## src/rtl/register_file_mp_pkg.sv

```systemverilog
// register_file_mp_pkg: shared types and address helper for the multi-port register file
package register_file_mp_pkg;
  localparam int RF_DATA_W = 8;
  localparam int RF_NUM_REGS = 8;
  localparam int RF_ADDR_W = $clog2(RF_NUM_REGS);
  typedef logic [RF_ADDR_W-1:0] rf_addr_t;
  typedef logic [RF_DATA_W-1:0] rf_data_t;
  function automatic logic rf_addr_valid(input int unsigned addr, input int unsigned num_regs = RF_NUM_REGS);
    return addr < num_regs;
  endfunction
endpackage

```

## src/rtl/register_file_mp_read_port.sv

```systemverilog
// rf_read_port: one combinational read mux with write-through bypass and ready logic
module rf_read_port
  import register_file_mp_pkg::*;
#(
  parameter int DATA_W = 8,
  parameter int NUM_REGS = 8,
  parameter int ZERO_REG = 0,
  localparam int ADDR_W = $clog2(NUM_REGS)
) (
  input  logic [NUM_REGS*DATA_W-1:0] regs,
  input  logic [NUM_REGS-1:0]        pending,
  input  logic                       wr_en,
  input  logic [ADDR_W-1:0]          dest_select,
  input  logic [DATA_W-1:0]          reg_data,
  input  logic [ADDR_W-1:0]          sel,
  output logic [DATA_W-1:0]          data,
  output logic                       ready
);
  logic valid, zero, bypass, pend;
  logic [DATA_W-1:0] stored;
  // Stored value first, then bypass; out-of-range and hardwired-zero reads force 0 and ready
  always_comb begin
    valid = rf_addr_valid(32'(sel), NUM_REGS);
    zero = ZERO_REG != 0 && sel == '0;
    bypass = wr_en && dest_select == sel;
    stored = valid ? regs[32'(sel)*DATA_W +: DATA_W] : '0;
    pend = valid && pending[sel];
    data = (!valid || zero) ? '0 : bypass ? reg_data : stored;
    ready = !valid || zero || bypass || !pend;
  end
endmodule

```

## src/rtl/register_file_mp.sv

```systemverilog
// register_file_mp: multi-port register file with bypass, pending bits, bulk clear and optional zero register
module register_file_mp
  import register_file_mp_pkg::*;
#(
  parameter int DATA_W = 8,
  parameter int NUM_REGS = 8,
  parameter int NUM_RD = 2,
  parameter int ZERO_REG = 0,
  localparam int ADDR_W = $clog2(NUM_REGS)
) (
  input  logic                     clk,
  input  logic                     reset_n,
  input  logic                     sync_clear,
  input  logic                     load_enable,
  input  logic [ADDR_W-1:0]        dest_select,
  input  logic [DATA_W-1:0]        reg_data,
  input  logic                     reserve_en,
  input  logic [ADDR_W-1:0]        reserve_select,
  input  logic [NUM_RD*ADDR_W-1:0] rd_select,
  output logic [NUM_RD*DATA_W-1:0] rd_data,
  output logic [NUM_RD-1:0]        rd_ready,
  output logic                     any_pending
);
  logic [DATA_W-1:0] regs [NUM_REGS];
  logic [NUM_REGS-1:0] pending;
  logic [NUM_REGS*DATA_W-1:0] regs_flat;
  logic wr_en, rs_en;
  // Qualified strobes: nothing lands under reset, beyond NUM_REGS or on the hardwired zero register
  always_comb begin
    wr_en = reset_n && load_enable && rf_addr_valid(32'(dest_select), NUM_REGS)
            && !(ZERO_REG != 0 && dest_select == '0);
    rs_en = reserve_en && rf_addr_valid(32'(reserve_select), NUM_REGS)
            && !(ZERO_REG != 0 && reserve_select == '0);
  end
  // Storage and pending bits; the reserve is applied after the write so a same-register reserve wins
  always_ff @(posedge clk or negedge reset_n)
    if (!reset_n) begin
      regs <= '{default: '0};
      pending <= '0;
    end else if (sync_clear) begin
      regs <= '{default: '0};
      pending <= '0;
    end else begin
      if (wr_en) begin
        regs[dest_select] <= reg_data;
        pending[dest_select] <= 1'b0;
      end
      if (rs_en) pending[reserve_select] <= 1'b1;
    end
  for (genvar i = 0; i < NUM_REGS; i++) begin : g_flat
    assign regs_flat[i*DATA_W +: DATA_W] = regs[i];
  end
  for (genvar k = 0; k < NUM_RD; k++) begin : g_rd
    rf_read_port #(.DATA_W(DATA_W), .NUM_REGS(NUM_REGS), .ZERO_REG(ZERO_REG)) u_port (
      .regs(regs_flat),
      .pending(pending),
      .wr_en(wr_en),
      .dest_select(dest_select),
      .reg_data(reg_data),
      .sel(rd_select[k*ADDR_W +: ADDR_W]),
      .data(rd_data[k*DATA_W +: DATA_W]),
      .ready(rd_ready[k])
    );
  end
  assign any_pending = |pending;
endmodule

```

## config.mk

```make
export PLATFORM = sky130hd
export DESIGN_NAME = register_file_mp
export DESIGN_NICKNAME = d
export VERILOG_FILES = /design/src/rtl/register_file_mp_pkg.sv /design/src/rtl/register_file_mp_read_port.sv /design/src/rtl/register_file_mp.sv
export SDC_FILE = /design/constraint.sdc
export NUM_CORES = 1
export LEC_CHECK = 0
export ABC_AREA = 1
export CORE_ASPECT_RATIO = 1.4
export CORE_UTILIZATION = 50
export DETAILED_ROUTE_END_ITERATION = 8
export DONT_BUFFER_PORTS = 1
export MAX_ROUTING_LAYER = met4
export PLACE_DENSITY = 0.74
export SLEW_MARGIN = 25
export SYNTH_ARGS = -nofsm -noshare
export SYNTH_HDL_FRONTEND = slang
export SYNTH_SLANG_ARGS = --single-unit
```

## constraint.sdc

```tcl
create_clock -name clk -period 2.5 [get_ports clk]
set_input_delay 0.25 -clock clk [delete_from_list [all_inputs] [get_ports clk]]
set_output_delay 0.25 -clock clk [all_outputs]
set_load 0.05 [all_outputs]
```

==> reports/metrics.cfg <==
[die]
die_area_um2 = 9270
rows = 40
die_width_um = 81.7
floorplan.io_pins = 44
floorplan.die.height_um = 114
initial_utilization_pct = 51.6
total_core_area_um2 = 8610

[cts]
h-tree-depth = 3
count_of_clock_tree_sinks = 72
worst_skew_pair_latency_ps = 340
cts_made_buffers = 9
clkSlewWorstSetupHoldPaths_ps = 60
cts_hold_repair_buffers = 2
cts_tree = done
cts-resized-gates = 0
cts_setup_buffers = 0
cts-root-to-sink-buffers = 2
root_buffer_selected_by_cts = sky130_fd_sc_hd__clkbuf_16

[power]
share_clk_of_total_power_pct = 47.3
p_switching_w = 0.000893
swShare_pct = 27.7
static-leakage-power_nw = 2.39
p_comb_share_pct = 15.7
powerDensity_nw_per_um2 = 671
power.total_w = 0.00323
power.ir.vdd_worst_uv = 573
internal_power_w = 0.00233
power.sequential.fraction_pct = 37.0

[finish]
layout.filler_cells = 823
area_delta_synth_final_pct = 8.20
stdcell_count = 723
ant_diodes = 0
finalInstanceArea_um2 = 4810
fin_nets = 638
fin_util_pct = 55.8
share_of_layout_cells_above_drive_strength_1_pct = 7.77

[timing]
final_hold_viol_count = 0
min_period_ps = 1800
grt_setup_unrepaired = false
period_utilization_pct = 71.9
max-slew-margin-rel_pct = 57.6
report.final.slew_viol_count = 0
fmax_mhz = 556
tightest_slew_ps = 635
timing.setup.tns_ps = 0
finalSetupViolations = 0
skew_ps = 0

[detailed_routing]
drc = 0
post_drt_wl_per_cell_um = 19.9
detail-route-antenna-nets = 0
detail_route.first_pass.iterations = 6
vias_per_cell = 6.26
first_iteration_detailed_routing_drc_count = 539
routed_wirelength_um = 14400
detailroute.via_count = 4527

[grt]
groute.usage.overall_pct = 34.6
grt_max_degree = 73
antenna_found_initial = 0
grt-ovfl-total = 0
grt_first_pass_wirelength_um = 22700
first_global_vias = 4390

[logic_synthesis]
synth.top_cell.area_share_pct = 40.6
syn-instance-count = 625
proportion_of_synthesized_flip_flops_having_asynchronous_set_or_reset_pct = 100
synthTopCellsByArea = sky130_fd_sc_hd__dfrtp_1 41%, sky130_fd_sc_hd__nand2_1 16%, sky130_fd_sc_hd__nand3_1 15%
ys_dominant_reg_cell = sky130_fd_sc_hd__dfrtp_1
post_synth.cell_area_avg_um2 = 7.11
synth_top_cell_by_area = sky130_fd_sc_hd__dfrtp_1
post_synth_edffs = 0
yosys.cell_count.top_type = sky130_fd_sc_hd__nand2_1
syn_area_um2 = 4440
synth.net_count = 650
list_of_most_frequent_post_synthesis_cells = 191 x sky130_fd_sc_hd__nand2_1, 135 x sky130_fd_sc_hd__nand3_1, 72 x sky130_fd_sc_hd__dfrtp_1
synthDistinctLibCells = 29
number_of_synthesized_register_bits = 72
synth.yosys.seq_area_share_pct = 40.6
ys_warns = 0

[place]
place.gp.congestion = 0.999
placedInstanceArea_um2 = 4410
port_buffers = 0
dpl.hpwl_um = 9390
numPlacedInstances = 705

[worst_setup_path]
crit_path_end_kind = output port
cp_data_required_time_ps = 2250
crit_fanout = 21
timing_worst_setup_path_type = in -> out
cp_data_arrival_time_ps = 1550
startpoint_type_of_the_worst_setup_path = input pin

[run_status]
run_status = completed

[flow_run]
cap_viol_max_count = 0

[worst_hold_path]
hp-class = in -> reg

## flip-flops by register name, indices dropped and copies added (netlist names)
name / cells
pending: 8
regs: 64
## worst max-delay path, cell delays in order
cell	delay (ps)
sky130_fd_sc_hd__inv_2	270
sky130_fd_sc_hd__nand2_1	80
sky130_fd_sc_hd__nand2_1	70
sky130_fd_sc_hd__nor2_1	40
sky130_fd_sc_hd__nand2_2	200
sky130_fd_sc_hd__clkinv_2	200
sky130_fd_sc_hd__nand2_1	100
sky130_fd_sc_hd__nand2_1	330
## metrics by stage
stage          hold WS [ps]  setup WS (ps)
2_1_floorplan         -45.6           1010
3_3_place_gp          -43.8            747
4_1_cts                 105            736
6_report                105            703
5_1_grt                 118            609
3_5_place_dp          -43.8            732
## layer usage
layer	vias up	routed length, µm	global-route usage (%)
li1	2059	-	-
met1	2093	5480	44.7
met3	72	1610	8.16
met5	-	0	-
met4	0	860	17.8
met2	303	6410	50.1
## worst paths after layout
path	start	endpoint	slack, ps	cells past startpoint
worst max-delay path	rd_select[1]	rd_data[0]	700	8
worst min-delay path	reserve_en	pending[5]$_DFF_PN0_	110	2
worst max register to register	pending[7]$_DFF_PN0_	pending[7]$_DFF_PN0_	1740	2
worst min register to register	regs[25]$_DFFE_PN0P_	regs[25]$_DFFE_PN0P_	540	2
max in group asynchronous	reset_n	regs[33]$_DFFE_PN0P_	1750	2
min in group asynchronous	reset_n	regs[30]$_DFFE_PN0P_	430	2
## cell families after synthesis
kind of cell	Yosys count	share of synthesized area, %
buffers and inverters	107	11.3
DFF	72	40.6
and+or+nand+nor	362	36.4
xor gates and xnor gates	1	0.366
AOI/OAI and AO/OA	83	11.4
## layout make-up
cell class / instances / area [µm²] / area share [%]
tap: 105 / 131 / 2.73
clock buffer: 12 / 256 / 5.34
sequential: 72 / 1800 / 37.5
inverter: 73 / 275 / 5.73
multi-input combinational: 446 / 2140 / 44.5
clock inverter: 4 / 98.8 / 2.06
timing repair buffer: 11 / 105 / 2.19
## layout by cell type (no fill, tap or decap), types with 2 or more instances in the layout
| master | count |
|---|---|
| sky130_fd_sc_hd__a21oi_1 | 2 |
| sky130_fd_sc_hd__buf_4 | 9 |
| sky130_fd_sc_hd__nand2_2 | 6 |
| sky130_fd_sc_hd__clkbuf_16 | 9 |
| sky130_fd_sc_hd__nand4_1 | 8 |
| sky130_fd_sc_hd__nor2_4 | 2 |
| sky130_fd_sc_hd__nand3_1 | 135 |
| sky130_fd_sc_hd__clkbuf_8 | 2 |
| sky130_fd_sc_hd__inv_1 | 63 |
| sky130_fd_sc_hd__o22ai_1 | 58 |
| sky130_fd_sc_hd__o21ai_1 | 3 |
| sky130_fd_sc_hd__dfrtp_1 | 72 |
| sky130_fd_sc_hd__o21ai_0 | 17 |
| sky130_fd_sc_hd__nand2_1 | 191 |
| sky130_fd_sc_hd__nor2_1 | 14 |
| sky130_fd_sc_hd__bufinv_16 | 3 |
| sky130_fd_sc_hd__inv_2 | 8 |
| sky130_fd_sc_hd__o211ai_1 | 2 |
## power by group through the flow
stage	Sequential [W]	Clock, W	Combinational (W)
finish	0.00119	0.00153	0.000508
global route	0.00119	0.00158	0.000547
CTS	0.00119	0.00154	0.000500
detailed placement	0.00121	0	0.000469
global placement	0.00121	0	0.000464
floorplan	0.00121	0	0.000423
Note: power is estimated with default switching activity, not from simulation.
